--- src/rtl/rf_write_scheduler_pkg.sv ---
// rtl/rf_write_scheduler_pkg.sv - shared widths, zero-register index and write-back entry type
package rf_write_scheduler_pkg;

  localparam int DATA_W_DEF = 16;
  localparam int ADDR_W_DEF = 3;

  localparam logic [ADDR_W_DEF-1:0] REG_ZERO = 3'b000;

  typedef struct packed {
    logic [ADDR_W_DEF-1:0] rd;
    logic [DATA_W_DEF-1:0] data;
  } wb_entry_t;

endpackage

--- src/rtl/rf_wb_fifo.sv ---
// rtl/rf_wb_fifo.sv - write-back queue storage: two ordered pushes and one pop per cycle
module rf_wb_fifo #(
  parameter int DEPTH   = 4,
  parameter int ENTRY_W = 19,
  parameter int CNT_W   = 4
) (
  input  logic                              clk,
  input  logic                              rst_n,
  input  logic                              push_a,
  input  logic [ENTRY_W-1:0]                entry_a,
  input  logic                              push_b,
  input  logic [ENTRY_W-1:0]                entry_b,
  input  logic                              pop,
  output logic [DEPTH-1:0][ENTRY_W-1:0]     entries,
  output logic [DEPTH-1:0]                  valid,
  output logic [$clog2(DEPTH)-1:0]          head_ptr,
  output logic [CNT_W-1:0]                  count
);

  localparam int PW = $clog2(DEPTH);

  logic [DEPTH-1:0][ENTRY_W-1:0] mem;
  logic [PW-1:0]                 wr_ptr;
  logic [PW-1:0]                 rd_ptr;
  logic [CNT_W-1:0]              cnt;
  logic [PW-1:0]                 wr_idx_b;

  // entry_b lands behind entry_a when both push in the same cycle
  assign wr_idx_b = wr_ptr + PW'(push_a);

  always_ff @(posedge clk or negedge rst_n) begin
    if (!rst_n) begin
      mem    <= '0;
      wr_ptr <= '0;
      rd_ptr <= '0;
      cnt    <= '0;
    end else begin
      if (push_a) mem[wr_ptr]   <= entry_a;
      if (push_b) mem[wr_idx_b] <= entry_b;
      wr_ptr <= wr_ptr + PW'(push_a) + PW'(push_b);
      rd_ptr <= rd_ptr + PW'(pop);
      cnt    <= cnt + CNT_W'(push_a) + CNT_W'(push_b) - CNT_W'(pop);
    end
  end

  always_comb begin
    valid = '0;
    for (int i = 0; i < DEPTH; i++) begin
      logic [PW-1:0] offset;
      offset   = PW'(i) - rd_ptr;
      valid[i] = (CNT_W'(offset) < cnt);
    end
  end

  assign entries  = mem;
  assign head_ptr = rd_ptr;
  assign count    = cnt;

endmodule

--- src/rtl/rf_write_scheduler.sv ---
// rtl/rf_write_scheduler.sv - arbitrates mem/alu write-backs into a queue, drains to rf, serves bypass
module rf_write_scheduler
  import rf_write_scheduler_pkg::*;
#(
  parameter int DATA_W = DATA_W_DEF,
  parameter int ADDR_W = ADDR_W_DEF,
  parameter int DEPTH  = 4
) (
  input  logic              clk,
  input  logic              rst_n,
  input  logic              mem_valid,
  input  logic [ADDR_W-1:0] mem_rd,
  input  logic [DATA_W-1:0] mem_data,
  output logic              mem_ready,
  input  logic              alu_valid,
  input  logic [ADDR_W-1:0] alu_rd,
  input  logic [DATA_W-1:0] alu_data,
  output logic              alu_ready,
  output logic              reg_write,
  output logic [ADDR_W-1:0] rd,
  output logic [DATA_W-1:0] write_data,
  input  logic [ADDR_W-1:0] byp_rs,
  output logic              byp_rs_hit,
  output logic [DATA_W-1:0] byp_rs_data,
  input  logic [ADDR_W-1:0] byp_rt,
  output logic              byp_rt_hit,
  output logic [DATA_W-1:0] byp_rt_data,
  output logic [ADDR_W:0]   q_count,
  output logic              q_full,
  output logic              q_empty
);

  localparam int ENTRY_W = ADDR_W + DATA_W;
  localparam int CNT_W   = ADDR_W + 1;
  localparam int FW      = ADDR_W + 2;
  localparam int PW      = $clog2(DEPTH);

  localparam logic [ADDR_W-1:0] ZERO_RD = ADDR_W'(REG_ZERO);

  typedef struct packed {
    logic [ADDR_W-1:0] rd;
    logic [DATA_W-1:0] data;
  } entry_t;

  logic [DEPTH-1:0][ENTRY_W-1:0] entries;
  logic [DEPTH-1:0]              valid;
  logic [PW-1:0]                 head_ptr;
  logic [CNT_W-1:0]              count;
  logic [FW-1:0]                 free;
  logic                          mem_needs_slot;
  logic                          alu_needs_slot;
  logic                          push_mem;
  logic                          push_alu;
  logic                          pop;
  entry_t                        head;

  assign q_count = count;
  assign q_empty = (count == '0);
  assign q_full  = (count == CNT_W'(DEPTH));

  // The head always drains this cycle, so its slot is available to a push.
  assign free = FW'(DEPTH) - FW'(count) + FW'(!q_empty);

  assign mem_needs_slot = mem_valid && (mem_rd != ZERO_RD);
  assign alu_needs_slot = alu_valid && (alu_rd != ZERO_RD);

  assign mem_ready = (mem_rd == ZERO_RD) || (free >= FW'(1));
  assign alu_ready = (alu_rd == ZERO_RD) || (free >= FW'(1) + FW'(mem_needs_slot));

  assign push_mem = mem_needs_slot && mem_ready;
  assign push_alu = alu_needs_slot && alu_ready;
  assign pop      = !q_empty;

  rf_wb_fifo #(
    .DEPTH   (DEPTH),
    .ENTRY_W (ENTRY_W),
    .CNT_W   (CNT_W)
  ) u_fifo (
    .clk      (clk),
    .rst_n    (rst_n),
    .push_a   (push_mem),
    .entry_a  ({mem_rd, mem_data}),
    .push_b   (push_alu),
    .entry_b  ({alu_rd, alu_data}),
    .pop      (pop),
    .entries  (entries),
    .valid    (valid),
    .head_ptr (head_ptr),
    .count    (count)
  );

  assign head       = entry_t'(entries[head_ptr]);
  assign reg_write  = !q_empty;
  assign rd         = q_empty ? '0 : head.rd;
  assign write_data = q_empty ? '0 : head.data;

  // Scan oldest to youngest so later matches overwrite earlier ones.
  always_comb begin
    byp_rs_hit  = 1'b0;
    byp_rs_data = '0;
    byp_rt_hit  = 1'b0;
    byp_rt_data = '0;
    for (int k = 0; k < DEPTH; k++) begin
      logic [PW-1:0] idx;
      entry_t        e;
      idx = head_ptr + PW'(k);
      e   = entry_t'(entries[idx]);
      if (valid[idx] && (byp_rs != ZERO_RD) && (e.rd == byp_rs)) begin
        byp_rs_hit  = 1'b1;
        byp_rs_data = e.data;
      end
      if (valid[idx] && (byp_rt != ZERO_RD) && (e.rd == byp_rt)) begin
        byp_rt_hit  = 1'b1;
        byp_rt_data = e.data;
      end
    end
  end

endmodule

--- config.mk ---
export PLATFORM = sky130hd
export DESIGN_NAME = rf_write_scheduler
export DESIGN_NICKNAME = d
export VERILOG_FILES = /design/src/rtl/rf_write_scheduler_pkg.sv /design/src/rtl/rf_wb_fifo.sv /design/src/rtl/rf_write_scheduler.sv
export SDC_FILE = /design/constraint.sdc
export NUM_CORES = 1
export LEC_CHECK = 0
export ABC_AREA = 0
export BUFFER_PORTS_ARGS = -buffer_cell sky130_fd_sc_hd__buf_4
export CELL_PAD_IN_SITES_DETAIL_PLACEMENT = 0
export CELL_PAD_IN_SITES_GLOBAL_PLACEMENT = 1
export CORE_MARGIN = 8
export CORE_UTILIZATION = 40
export CTS_BUF_LIST = sky130_fd_sc_hd__clkbuf_16
export CTS_CLUSTER_DIAMETER = 60
export DETAILED_ROUTE_END_ITERATION = 6
export HOLD_SLACK_MARGIN = 0.12
export MAX_ROUTING_LAYER = met4
export PLACE_DENSITY_LB_ADDON = 0.1
export SYNTH_ARGS = -nofsm -noshare
export SYNTH_HDL_FRONTEND = slang
export SYNTH_SLANG_ARGS = --single-unit
--- constraint.sdc ---
create_clock -name clk -period 3.9 [get_ports clk]
set_input_delay 0.195 -clock clk [delete_from_list [all_inputs] [get_ports clk]]
set_output_delay 0.195 -clock clk [all_outputs]
set_load 0.005 [all_outputs]
# [After elaboration in Yosys (flattened, before gate mapping)]
# Cells that the tools add are included.
[word_totals] elab_cells=120 regBits=84 input_bits=48 out_inout_bits=62
[classes] add_sub_neg=16 eq_ne=9 reduce_logical=32 magnitude_cmp=14 n_mux=42
[op_table] operator="binary-select mux 19 bit (select 2 bit)" count=4
[op_table] operator="bitwise mux 76 bit" count=2
[op_table] operator="2-to-1 mux 76 bit" count=2
[op_table] operator="2-to-1 mux 16 bit" count=9
[op_table] operator="2-to-1 mux 19 bit" count=6
[op_table] operator="demux 19 bit (select 2 bit)" count=2
[op_table] operator="equality test 3 bit" count=8
[op_table] operator="logical AND 1 bit" count=22
[op_table] operator="less-than comparator 2 x 3 -> 1 bit, second input constant" count=6
[op_table] operator="less-than comparator 2 x 4 -> 1 bit" count=4
[op_table] operator="2-to-1 mux 1 bit" count=12
[op_table] operator="nonzero test 3 bit" count=4
[op_table] operator="adder 4 x 1 -> 4 bit" count=2
[op_table] operator="binary-select mux 1 bit (select 2 bit)" count=4
[op_table] operator="adder 2 x 1 -> 2 bit" count=3
[op_table] operator="logical NOT 3 bit" count=2
[op_table] operator="adder 5 x 1 -> 5 bit" count=1
[op_table] operator="greater-or-equal comparator 5 x 1 -> 1 bit, second input constant" count=1
[op_table] operator="greater-or-equal comparator 5 x 2 -> 1 bit" count=1
[op_table] operator="subtractor 3 x 4 -> 5 bit, first input constant" count=1
[op_table] operator="adder 2 bit, second input constant" count=2
[op_table] operator="equality test 4 x 3 -> 1 bit, second input constant" count=1
[op_table] operator="greater-or-equal comparator 2 x 1 -> 1 bit, second input constant" count=2
[op_table] operator="logical NOT 4 bit" count=1
[op_table] operator="other kinds (8)" count=11

# [Longest topological paths before layout]
# Gate-level depths: netlist (run 1).
[depth] depth_word=13 mapped_depth=17 depth_no_buf=17

# [By module]
# A second synthesis (run 1) with hierarchy kept.
[unflattened] hier_cells=1041 area_unflattened_um2=7767.4
[modules_own_cells] module="rf_wb_fifo" seq_area_each_um2=2102.0 area_per_inst_um2=4052.6 cells_per_inst=476 instances=1
[modules_own_cells] module="rf_write_scheduler" seq_area_each_um2=0.0 area_per_inst_um2=3714.8 cells_per_inst=565 instances=1

# [Worst setup path before layout (run 1)]
# Ideal clock, no wire load.
[synth_path] path_type="register to register" from="reg u_fifo.cnt[2] (netlist: u_fifo.count[2])" to="reg u_fifo.cnt[2] (netlist: u_fifo.count[2])" arrival_ps=3924 period_less_slack_ps=4048 n_path_buf=0 required_ps=3776 setup_time_ps=124 stages_incl_launch_ff=17 path_slack_ps=-148 path_cell_list="dfrtp_1 -> inv_1 -> ha_1 -> nor3b_1 -> ha_1 -> inv_1 -> ha_1 -> ha_1 -> or2_0 -> a2111oi_0 -> nor2_1 -> inv_2 -> ha_1 -> inv_1 -> fa_1 -> fa_1 -> xor2_1"
[synth_via] elab_chain_len=9 word_cells_on_any_way=13 classes_between="add/sub: 5; order compare: 2; reduce/logical: 6"
[synth_lines] element="start: declaration" line_no="rf_wb_fifo.sv:25" source="logic [CNT_W-1:0] cnt;"
[synth_lines] element="start signal: assignment" line_no="rf_wb_fifo.sv:42" source="cnt <= cnt + CNT_W'(push_a) + CNT_W'(push_b) - CNT_W'(pop);"
[synth_lines] element="logical NOT 4 bit (*)" line_no="rf_write_scheduler.sv:58" source="assign q_empty = (count == '0);"
[synth_lines] element="via q_empty" line_no="rf_write_scheduler.sv:30" source="output logic q_empty"
[synth_lines] element="logical NOT 1 bit (*)" line_no="rf_write_scheduler.sv:62, rf_write_scheduler.sv:72"
[synth_lines] element="adder 5 x 1 -> 5 bit" line_no="rf_write_scheduler.sv:62" source="assign free = FW'(DEPTH) - FW'(count) + FW'(!q_empty);"
[synth_lines] element="greater-or-equal comparator 5 x 1 -> 1 bit" line_no="rf_write_scheduler.sv:67" source="assign mem_ready = (mem_rd == ZERO_RD) || (free >= FW'(1));"
[synth_lines] element="logical OR 1 bit" line_no="rf_write_scheduler.sv:67"
[synth_lines] element="logical AND 1 bit" line_no="rf_write_scheduler.sv:70" source="assign push_mem = mem_needs_slot && mem_ready;"
[synth_lines] element="adder 4 x 1 -> 4 bit (2 in series)" line_no="rf_wb_fifo.sv:42"
[synth_lines] element="subtractor 4 x 1 -> 4 bit (*)" line_no="rf_wb_fifo.sv:42"
# Mark *: on every way through the listed nets, which the timed path passes. The rest lies on a longest branch.

# [Worst setup path after layout (run 1)]
[layout_path] from="reg u_fifo.rd_ptr[0] (netlist: u_fifo.head_ptr[0])" to="out byp_rt_data[0]"
[layout_via] elab_chain_len=10 word_cells_on_any_way=43 classes_between="add/sub: 7; order compare: 4; eq/ne: 4; mux: 20; reduce/logical: 8"
[layout_lines] element="start: declaration" line_no="rf_wb_fifo.sv:24" source="logic [PW-1:0] rd_ptr;"
[layout_lines] element="start signal: assignment" line_no="rf_wb_fifo.sv:41" source="rd_ptr <= rd_ptr + PW'(pop);"
[layout_lines] element="subtractor 1 x 2 -> 2 bit or subtractor 2 bit (tied branches)" line_no="rf_wb_fifo.sv:50" source="offset = PW'(i) - rd_ptr;"
[layout_lines] element="less-than comparator 2 x 4 -> 1 bit" line_no="rf_wb_fifo.sv:51" source="valid[i] = (CNT_W'(offset) < cnt);"
[layout_lines] element="binary-select mux 1 bit (select 2 bit)" line_no="rf_write_scheduler.sv:112" source="if (valid[idx] && (byp_rt != ZERO_RD) && (e.rd == byp_rt)) begin"
[layout_lines] element="2-to-1 mux 1 bit (implied by the code)" line_no="rf_write_scheduler.sv:112"
[layout_lines] element="logical AND 1 bit (2 in series)" line_no="rf_write_scheduler.sv:112"
[layout_lines] element="2-to-1 mux 16 bit (3 in series)" line_no="rf_write_scheduler.sv:112"
[layout_lines] element="2-to-1 mux 16 bit (*)" line_no="rf_write_scheduler.sv:112"
[layout_lines] element="end: declaration" line_no="rf_write_scheduler.sv:27" source="output logic [DATA_W-1:0] byp_rt_data,"
# Mark *: on every way between the ends. The rest lies on a longest branch, timed or not. The select of a mux whose other input is x is not followed.

==> impl_metrics.py, run 1 <==
metrics = {
    "placed_design": {
        "pre_cts_slack_ns": 0.05864,
        "gp_congestion": 0.8453,
        "io_buffers": 109,
        "post-dp-hpwl_um": 18450,
    },
    "route": {
        "remaining_drc_errors": 1,
        "viasPerCell": 5.876,
        "wl_per_cell_um": 20.60,
        "dr.pass1.iters": 7,
        "drtIter0Drc": 690,
        "via_count": 7098,
        "drtAntennaViolNets": 0,
        "wirelength_um": 24890,
    },
    "timing": {
        "fin_crit_sh_pct": 97.30,
        "final_max_slew_viol_count": 0,
        "timing.hold.ws_ns": 0.1377,
        "finalClockSkew_ns": 0.006094,
        "setup_viol_count_final": 0,
        "relSlewSlack_pct": 26.49,
        "report.final.hold_viol_count": 0,
        "tightest_slew_ns": 1.103,
        "layout_min_cycle_time_ns": 3.795,
        "clock.fmax_mhz": 263.5,
        "worst_slack_ns": 0.1051,
        "rsz0062_at_grt": "yes",
    },
    "power_and_ir_drop": {
        "power_uw": 10470,
        "p_per_area_mw_per_mm2": 1159,
        "ir_drop_v": 0.0004175,
        "leakagePower_uw": 0.003806,
    },
    "yosys": {
        "synth_seq_cells": 84,
        "yosysTopAreaCellShare_pct": 28.10,
        "synthTopCellsByArea": "dfrtp_1, mux2i_1, a21oi_1",
        "syn_area_mm2": 0.007480,
        "synth.avg_cell_area_um2": 8.509,
        "seq_area_frac_synth_pct": 28.10,
        "yosysWarnings": 0,
        "async_reset_ff_share_pct": 100.0,
        "synthCells": 879,
        "synth.distinct_cells": 54,
        "yosysTopAreaCell": "dfrtp_1",
        "syn_nets": 947,
        "ys.flop_type": "dfrtp_1",
        "synth-edff-count": 0,
    },
    "setup_path": {
        "path_cells": "xnor2_1 > inv_1 > ha_1 > a211oi_1 > o21ai_1 > a21boi_2 > a311oi_1 > o22ai_1 > buf_4",
        "cp.required_ns": 3.70,
        "cp-end-kind": "primary output",
        "max_stage_delay_ns": 0.78,
        "crit_type": "register to primary output",
        "cp.arrival_ns": 3.60,
        "crit_path_max_fanout": 17,
        "cp-start-kind": "register",
        "cp_slowest_cell": "a21boi_2",
    },
    "die": {
        "start_util_pct": 40.39,
        "die_w_um": 152.7,
        "die_area_mm2": 0.02333,
        "ioPinCount": 110,
        "die_y_um": 152.7,
        "num_rows": 50,
        "core_area_mm2": 0.01852,
    },
    "hold_path": {
        "worstHoldPathType": "input port to register",
    },
    "run": {
        "maxCapViolations": 0,
    },
    "clock_tree": {
        "clkSinkCount": 84,
        "h-tree-depth": 3,
        "cts_tree": "yes",
        "cts_buffers": 9,
        "root_buffer": "clkbuf_16",
        "cts_max_path_buffers": 2,
        "clk_pin_slew_ns": 0.06,
        "clock_latency_ns": 0.34,
    },
    "grt": {
        "grt_pass1_vias": 6788,
        "grt_pass1_wl_um": 39510,
        "grt_max_degree": 103,
        "gr-total-overflow": 0,
        "groute.usage.overall_pct": 21.78,
        "antenna_found_initial": 0,
    },
    "cells_and_area": {
        "nFillCells": 1767,
        "n_antenna_cell": 0,
        "area_delta_synth_final_pct": 20.68,
        "nNetsFinal": 1037,
        "seqCellArea_mm2": 0.002110,
        "drive_gt1_share_pct": 21.66,
        "multi_input_area_mm2": 0.005032,
    },
    "status": {
        "violations": "design-rule violations",
        "status": "complete, but fails checks",
    },
}
sequential cells by signal (all words and copies together), names as in the netlist:
| signal | count |
|---|---|
| u_fifo.head_ptr | 2 |
| u_fifo.wr_ptr | 2 |
| u_fifo.entries | 76 |
| u_fifo.count | 4 |
per-stage QoR:
stage / cells / util [%] / instance area [um^2] / TNS (ns)
after floorplan: 879 / - / 7485 / 0
after global placement: 1173 / 45.88 / 8496 / 0
after detailed placement: 1173 / 45.88 / 8496 / 0
after CTS: 1208 / 48.59 / 8997 / 0
after global routing: 1208 / 48.74 / 9026 / -0.4553
final: 1208 / 48.74 / 9026 / 0
power by group:
| part | leakage [uW] | total, uW | internal, uW | switching, uW |
|---|---|---|---|---|
| clock network | 0.000158 | 892 | 554 | 338 |
| registers | 0.000984 | 1840 | 1340 | 501 |
| logic | 0.00266 | 7730 | 3470 | 4260 |
| total | 0.00381 | 10500 | 5370 | 5100 |
synth_stat cells, types with 14 or more instances:
cell type and instances:
a21oi_1 90, a311oi_1 32, and2_1 17, buf_2 14, clkbuf_1 40, dfrtp_1 84
ha_1 18, mux2_2 28, mux2i_1 111, nand2_1 66, nor2_1 90, nor3_1 37
o21ai_0 50, o21ai_1 40, o22ai_1 33
routing by layer:
metal / up-vias / global-route usage [%] / wire length, um
li1: 3404 / - / -
met1: 3401 / 33.18 / 12600
met2: 277 / 30.03 / 10330
met3: 16 / 2.864 / 1790
met4: 0 / 3.770 / 168
met5: - / - / 0
timing repair:
action,CTS,global route
hold endpoints to repair,117,0
gates resized for setup,1,4
buffers inserted,0,0
hold buffers,19,0
endpoints found under the setup margin,1,35
pin swaps,0,0
critical path: cells and delay by family, from the launching register on:
kind,cells,cell delay (ns)
XOR/XNOR,1,0.23
adder cells (fa/ha/maj),1,0.29
AO/OA/AOI/OAI,5,1.92
buffers and inverters,2,0.24
flip-flops,1,0.59
area by class of cell:
class / instances / share of cell area (%)
inverters: 11 / 0.4574
clock buffers: 9 / 2.495
clock inverters: 7 / 0.9426
multi-input cells: 708 / 55.75
flip-flops and latches: 84 / 23.37
well taps: 234 / 3.244
repair buffers: 155 / 13.74
path summary, 6_finish.rpt:
check / start / to / slack, ns / cells after the start
max: u_fifo.head_ptr[0] / byp_rt_data[0] / 0.11 / 9
min: alu_data[0] / u_fifo.entries[0] / 0.14 / 3
max reg2reg: u_fifo.count[2] / u_fifo.count[2] / 0.14 / 16
min reg2reg: u_fifo.entries[6] / u_fifo.entries[6] / 0.57 / 2
max in group asynchronous: rst_n / u_fifo.head_ptr[0] / 2.51 / 2
min in group asynchronous: rst_n / u_fifo.count[3] / 0.60 / 2
layout by cell type (no fill, tap or decap), types with 3 or more instances in the layout:
cell,instances
xnor2_2,4
clkbuf_16,9
a311oi_1,32
mux2_2,28
mux2i_1,111
nor3_1,35
ha_1,18
nand2_1,66
mux4_2,12
and2_1,17
inv_1,12
a21oi_1,90
buf_4,133
mux2_1,10
o21ai_0,50
xor2_1,12
dlygate4sd3_1,19
o22ai_1,33
xnor2_1,9
nor2b_1,5
or3_1,4
o21ai_1,40
nand3_1,5
nor2_1,90
o21a_1,3
a221o_1,3
dfrtp_1,82
cells by family after synthesis:
family / after synthesis / share of synthesized area (%)
AOI/OAI and AO/OA: 264 / 21.11
xor gates and xnor gates: 25 / 3.329
adders and majority gates: 20 / 3.546
buffers and inverters: 87 / 5.520
DFF: 84 / 28.10
muxes: 161 / 24.19
and+or+nand+nor: 238 / 14.20
No activity file was read; power rests on OpenSTA's default activity.
==> inputs of run 2 (changes only) <==
--- a/config.mk
+++ b/config.mk
@@ -10,7 +10,7 @@
 export CELL_PAD_IN_SITES_DETAIL_PLACEMENT = 0
 export CELL_PAD_IN_SITES_GLOBAL_PLACEMENT = 1
 export CORE_MARGIN = 8
-export CORE_UTILIZATION = 40
+export CORE_UTILIZATION = 30
 export CTS_BUF_LIST = sky130_fd_sc_hd__clkbuf_16
 export CTS_CLUSTER_DIAMETER = 60
 export DETAILED_ROUTE_END_ITERATION = 6
==> constraint.sdc (replaced) <==
create_clock -name clk -period 3.9 [get_ports clk]
set_input_delay 0.78 -clock clk [delete_from_list [all_inputs] [get_ports clk]]
set_output_delay 0.78 -clock clk [all_outputs]
set_load 0.005 [all_outputs]
==> run 2 against run 1 <==
  * The run now ends clean
  * Via count is 2.9% lower
  * Design area is 2.3% higher
  * Die area is 30% higher
  * First-iteration DRC count is 29% lower
  * Largest cell class unchanged
==> impl_metrics.py, run 2 (synthesis gave the netlist of run 1 again) <==
metrics = {
    "die": {
        "ioPinCount": 110,
        "die_area_mm2": 0.03024,
        "die_w_um": 173.9,
        "core_area_mm2": 0.02439,
        "num_rows": 57,
        "start_util_pct": 30.67,
        "die_y_um": 173.9,
    },
    "grt": {
        "grt_pass1_vias": 6272,
        "grt_pass1_wl_um": 40340,
        "grt_max_degree": 98,
        "gr-total-overflow": 0,
        "groute.usage.overall_pct": 17.38,
        "antenna_found_initial": 0,
    },
    "cells_and_area": {
        "fin_util_pct": 37.85,
        "nNetsFinal": 1046,
        "drive_gt1_share_pct": 25.89,
        "largest_register_ffs": 76,
        "mostFrequentLayoutCell": "buf_4",
        "most-common-layout-cells": "buf_4, mux2i_1, a21oi_1",
        "area_delta_synth_final_pct": 23.42,
        "n_antenna_cell": 0,
    },
    "clock_tree": {
        "clkSinkCount": 84,
        "postCtsHoldBufs": 0,
        "cts_buffers": 9,
        "root_buffer": "clkbuf_16",
        "cts_max_path_buffers": 2,
        "clk_pin_slew_ns": 0.06,
        "cts_tree": "yes",
        "h-tree-depth": 3,
        "clock_latency_ns": 0.34,
    },
    "timing": {
        "setup_viol_count_final": 0,
        "relSlewSlack_pct": 44.32,
        "clock.fmax_mhz": 263.8,
        "report.final.hold_viol_count": 0,
        "layout_min_cycle_time_ns": 3.791,
        "final_max_slew_viol_count": 0,
        "tns_ns": 0,
        "rsz0062_at_grt": "yes",
        "fin_crit_sh_pct": 97.20,
        "tightest_slew_ns": 0.8352,
        "timing.hold.ws_ns": 0.4308,
        "finalClockSkew_ns": 0.01055,
    },
    "setup_path": {
        "max_stage_delay_ns": 0.55,
        "cp-end-kind": "primary output",
        "path_cells": "xnor2_2 > inv_1 > ha_1 > a21oi_1 > o22ai_1 > buf_4 > a2111oi_4 > buf_6 > a311oi_2 > o22ai_1 > buf_4",
        "reg2reg_to": "u_fifo.count[2]",
        "crit_type": "register to primary output",
        "cp_slowest_cell": "dfrtp_4",
        "reg2reg_depth": 16,
        "reg2reg_slack_ns": 0.26,
        "cp.required_ns": 3.12,
        "cp-start-kind": "register",
        "cp.arrival_ns": 3.01,
        "crit_start": "u_fifo.head_ptr[0]",
        "crit_end": "byp_rt_data[15]",
        "rr_startpoint": "u_fifo.count[2]",
        "crit_path_max_fanout": 17,
    },
    "route": {
        "drtAntennaViolNets": 0,
        "wl_per_cell_um": 20.33,
        "remaining_drc_errors": 0,
        "via_count": 6895,
        "wirelength_um": 26540,
        "drtIter0Drc": 487,
        "viasPerCell": 5.284,
        "dr.pass1.iters": 6,
    },
    "placed_design": {
        "post-dp-hpwl_um": 19950,
        "gp_congestion": 0.8262,
        "io_buffers": 109,
    },
    "power_and_ir_drop": {
        "ir_drop_v": 0.0004256,
        "p_per_area_mw_per_mm2": 1171,
        "leakagePower_uw": 0.003868,
    },
    "hold_path": {
        "worstHoldPathType": "input port to async pin",
    },
    "status": {
        "status": "completed",
    },
    "run": {
        "maxCapViolations": 0,
    },
}
## run 2: changes by cell type in the layout (fill, tap and decap cells not counted), sizes merged
| cell | change |
|---|---|
| bufinv | -2 |
| dlygate4sd3 | -19 |
| clkbuf | +1 |
| buf | +27 |
| clkinv | +1 |
| inv | -1 |
## run 2: layer usage
metal,global-route usage [%],share of wire [%],vias to the layer above
met5,-,0,-
met4,2.814,0.55,0
met3,1.842,4.3,8
met2,22.88,40,193
met1,27.76,55,3274
li1,-,-,3420
## run 2: worst min path at each step
stage	cells after the start	endpoint	slack [ns]
6_report	1	u_fifo.count[0]	0.43
5_1_grt	1	u_fifo.count[0]	0.47
4_1_cts	1	u_fifo.count[0]	0.44
3_5_place_dp	2	u_fifo.entries[47]	0.56
3_3_place_gp	2	u_fifo.entries[47]	0.55
2_1_floorplan	0	u_fifo.count[0]	0.48
## run 2: timing repair
item / CTS / global route
gates cloned: 0 / 0
setup buffers: 2 / 13
pin swaps: 0 / 1
endpoints found under the hold margin: 0 / 0
gates resized for setup: 4 / 19
endpoints found under the setup margin: 23 / 43
## run 2: report_power, final
part | leakage, uW | switching [uW] | internal (uW)
clock network | 0.000131 | 338 | 418
registers | 0.000983 | 451 | 1340
logic | 0.00275 | 4490 | 3770
total | 0.00387 | 5280 | 5530
## run 2: per-stage QoR
stage / cell area [um^2] / setup WS (ns) / power, uW / instances
after floorplan: 7513 / 0.02253 / 6690 / 879
after global placement: 8741 / 0.006685 / 9709 / 1276
after detailed placement: 8741 / -0.05654 / 9712 / 1276
after CTS: 9022 / 0.02767 / 10560 / 1292
after global routing: 9231 / -0.02730 / 11700 / 1305
final: 9231 / 0.1094 / 10810 / 1305
## run 2: final cells by class
| cell class | count | area (um^2) |
|---|---|---|
| clock inverters | 5 | 25.02 |
| well taps | 324 | 405.4 |
| repair buffers | 164 | 1286 |
| inverters | 11 | 45.04 |
| fillers | 2543 | 15160 |
| flip-flops and latches | 84 | 2111 |
| clock buffers | 9 | 225.2 |
| multi-input cells | 708 | 5134 |
## run 2: worst max-delay path, delay by kind of cell, from the launching register on
kind                     cells  cell delay (ns)
AO/OA/AOI/OAI                5             0.96
XOR/XNOR                     1             0.20
adder cells (fa/ha/maj)      1             0.32
buffers and inverters        4             0.63
flip-flops                   1             0.55
==> inputs of run 3 (changes only) <==
--- a/config.mk
+++ b/config.mk
@@ -6,7 +6,7 @@
 export NUM_CORES = 1
 export LEC_CHECK = 0
 export ABC_AREA = 0
-export BUFFER_PORTS_ARGS = -buffer_cell sky130_fd_sc_hd__buf_4
+export BUFFER_PORTS_ARGS = -buffer_cell sky130_fd_sc_hd__buf_2
 export CELL_PAD_IN_SITES_DETAIL_PLACEMENT = 0
 export CELL_PAD_IN_SITES_GLOBAL_PLACEMENT = 1
 export CORE_MARGIN = 8
==> run 3 against run 2 <==
  * Sequential power is 3% higher
  * Utilization is 1.1 points lower
  * Global-route usage is 0.30 points higher
  * Critical path depth is 1 lower
  * Power is 3.8% lower
  * Wire length is 0.63% lower
  * Final cell count is 0.31% lower
  * Critical path type unchanged
  * Combinational power is 7.6% lower
==> impl_metrics.py, run 3 (synthesis gave the netlist of run 1 again) <==
metrics = {
    "status": {
        "status": "completed",
    },
    "setup_path": {
        "cp.arrival_ns": 2.96,
        "cp-end-kind": "primary output",
        "cp.required_ns": 3.12,
        "crit_type": "register to primary output",
        "crit_path_max_fanout": 7,
        "cp-start-kind": "register",
    },
    "cells_and_area": {
        "seqCellArea_mm2": 0.002110,
        "mostFrequentLayoutCell": "mux2i_1",
        "largest_register_ffs": 76,
        "nNetsFinal": 1040,
        "fin_util_pct": 36.71,
        "nFillCells": 2596,
        "area_delta_synth_final_pct": 19.72,
        "n_antenna_cell": 0,
        "multi_input_area_mm2": 0.005092,
        "drive_gt1_share_pct": 24.97,
        "most-common-layout-cells": "mux2i_1, buf_2, a21oi_1",
    },
    "grt": {
        "gr-total-overflow": 0,
        "grt_pass1_wl_um": 41370,
        "groute.usage.overall_pct": 17.68,
        "antenna_found_initial": 0,
        "grt_pass1_vias": 6710,
        "grt_max_degree": 97,
    },
    "route": {
        "dr.pass1.iters": 7,
        "drtIter0Drc": 495,
        "via_count": 6877,
        "drtAntennaViolNets": 0,
        "remaining_drc_errors": 0,
        "viasPerCell": 5.286,
        "wirelength_um": 26370,
        "wl_per_cell_um": 20.27,
    },
    "die": {
        "start_util_pct": 30.67,
        "die_w_um": 173.9,
        "num_rows": 57,
        "core_area_mm2": 0.02439,
        "ioPinCount": 110,
        "die_y_um": 173.9,
        "die_area_mm2": 0.03024,
    },
    "timing": {
        "report.final.hold_viol_count": 0,
        "tns_ns": 0,
        "setup_viol_count_final": 0,
        "fin_crit_sh_pct": 95.98,
        "finalClockSkew_ns": 0.007332,
        "clock.fmax_mhz": 267.1,
        "tightest_slew_ns": 0.8123,
        "final_max_slew_viol_count": 0,
        "relSlewSlack_pct": 45.85,
        "layout_min_cycle_time_ns": 3.743,
    },
    "placed_design": {
        "post-dp-hpwl_um": 20170,
        "io_buffers": 109,
        "gp_congestion": 0.8166,
    },
    "clock_tree": {
        "clock_latency_ns": 0.34,
        "cts_tree": "yes",
        "clk_pin_slew_ns": 0.07,
        "h-tree-depth": 3,
        "cts_buffers": 9,
        "clkSinkCount": 84,
        "root_buffer": "clkbuf_16",
        "cts_max_path_buffers": 2,
    },
    "hold_path": {
        "worstHoldPathType": "input port to async pin",
    },
    "power_and_ir_drop": {
        "p_per_area_mw_per_mm2": 1161,
        "ir_drop_v": 0.0004032,
        "leakagePower_uw": 0.003774,
    },
    "run": {
        "maxCapViolations": 0,
    },
}
-- run 3: cell types whose count changed in the layout (fill, tap and decap cells not counted), sizes merged --
cell / delta
buf: -5
bufinv: +2
clkinv: -2
clkinvlp: +2
clkbuf: -1
-- run 3: worst max-delay path: stages, from the launching register on --
cell,delay [ns]
dfrtp_4,0.48
clkinvlp_4,0.15
ha_4,0.30
or3b_1,0.37
o311ai_2,0.11
o31ai_4,0.15
or2_4,0.31
buf_4,0.17
a311oi_1,0.28
o22ai_1,0.15
buf_2,0.15
-- run 3: power breakdown --
group	internal, uW	switching (uW)	total, uW
logic	3310	4330	7630
clock network	559	362	921
registers	1340	502	1840
-- run 3: final timing paths --
kind	startpoint	endpoint	slack, ns	cells after the start
setup / recovery	u_fifo.head_ptr[1]	byp_rt_data[12]	0.16	10
hold / removal	rst_n	u_fifo.count[0]	0.41	1
setup reg to reg	u_fifo.count[2]	u_fifo.count[2]	0.25	16
hold reg to reg	u_fifo.entries[38]	u_fifo.entries[38]	0.58	2
max in group asynchronous	rst_n	u_fifo.entries[44]	2.84	2
min in group clk	u_fifo.entries[38]	u_fifo.entries[38]	0.58	2
-- run 3: layout make-up --
| class | instances | area share, % |
|---|---|---|
| Sequential cell | 84 | 23.56 |
| Tap cell | 324 | 4.527 |
| Multi-Input combinational cell | 708 | 56.87 |
| Timing Repair Buffer | 158 | 11.01 |
| Inverter | 11 | 0.5030 |
| Clock inverter | 7 | 1.020 |
| Clock buffer | 9 | 2.515 |
-- run 3: stage by stage --
| step | total power, uW | worst slack (ns) | cells | cell area, um^2 | hold slack (ns) |
|---|---|---|---|---|---|
| final | 10400 | 0.1567 | 1301 | 8955 | 0.4059 |
| after global routing | 11350 | -0.01011 | 1301 | 8955 | 0.4415 |
| after CTS | 10300 | 0.02213 | 1297 | 8861 | 0.4223 |
| after detailed placement | 9262 | -0.04087 | 1278 | 8498 | 0.5635 |
| after global placement | 9256 | -0.01849 | 1278 | 8498 | 0.5545 |
| after floorplan | 6690 | 0.02253 | 879 | 7513 | 0.4844 |
-- run 3: layer usage --
| metal | vias up | track usage (%) | wire length, um | share of wire [%] |
|---|---|---|---|---|
| met2 | 177 | 23.55 | 10470 | 40 |
| met5 | - | - | 0 | 0 |
| met4 | 0 | 3.099 | 176 | 0.67 |
| li1 | 3416 | - | - | - |
| met3 | 10 | 1.473 | 1039 | 3.9 |
| met1 | 3274 | 28.16 | 14680 | 56 |
-- run 3: what timing repair did --
action | CTS | global route
endpoints found under the setup margin | 13 | 35
hold buffers | 0 | 0
buffers inserted | 3 | 4
pin swaps | 0 | 1
gates resized for setup | 4 | 11
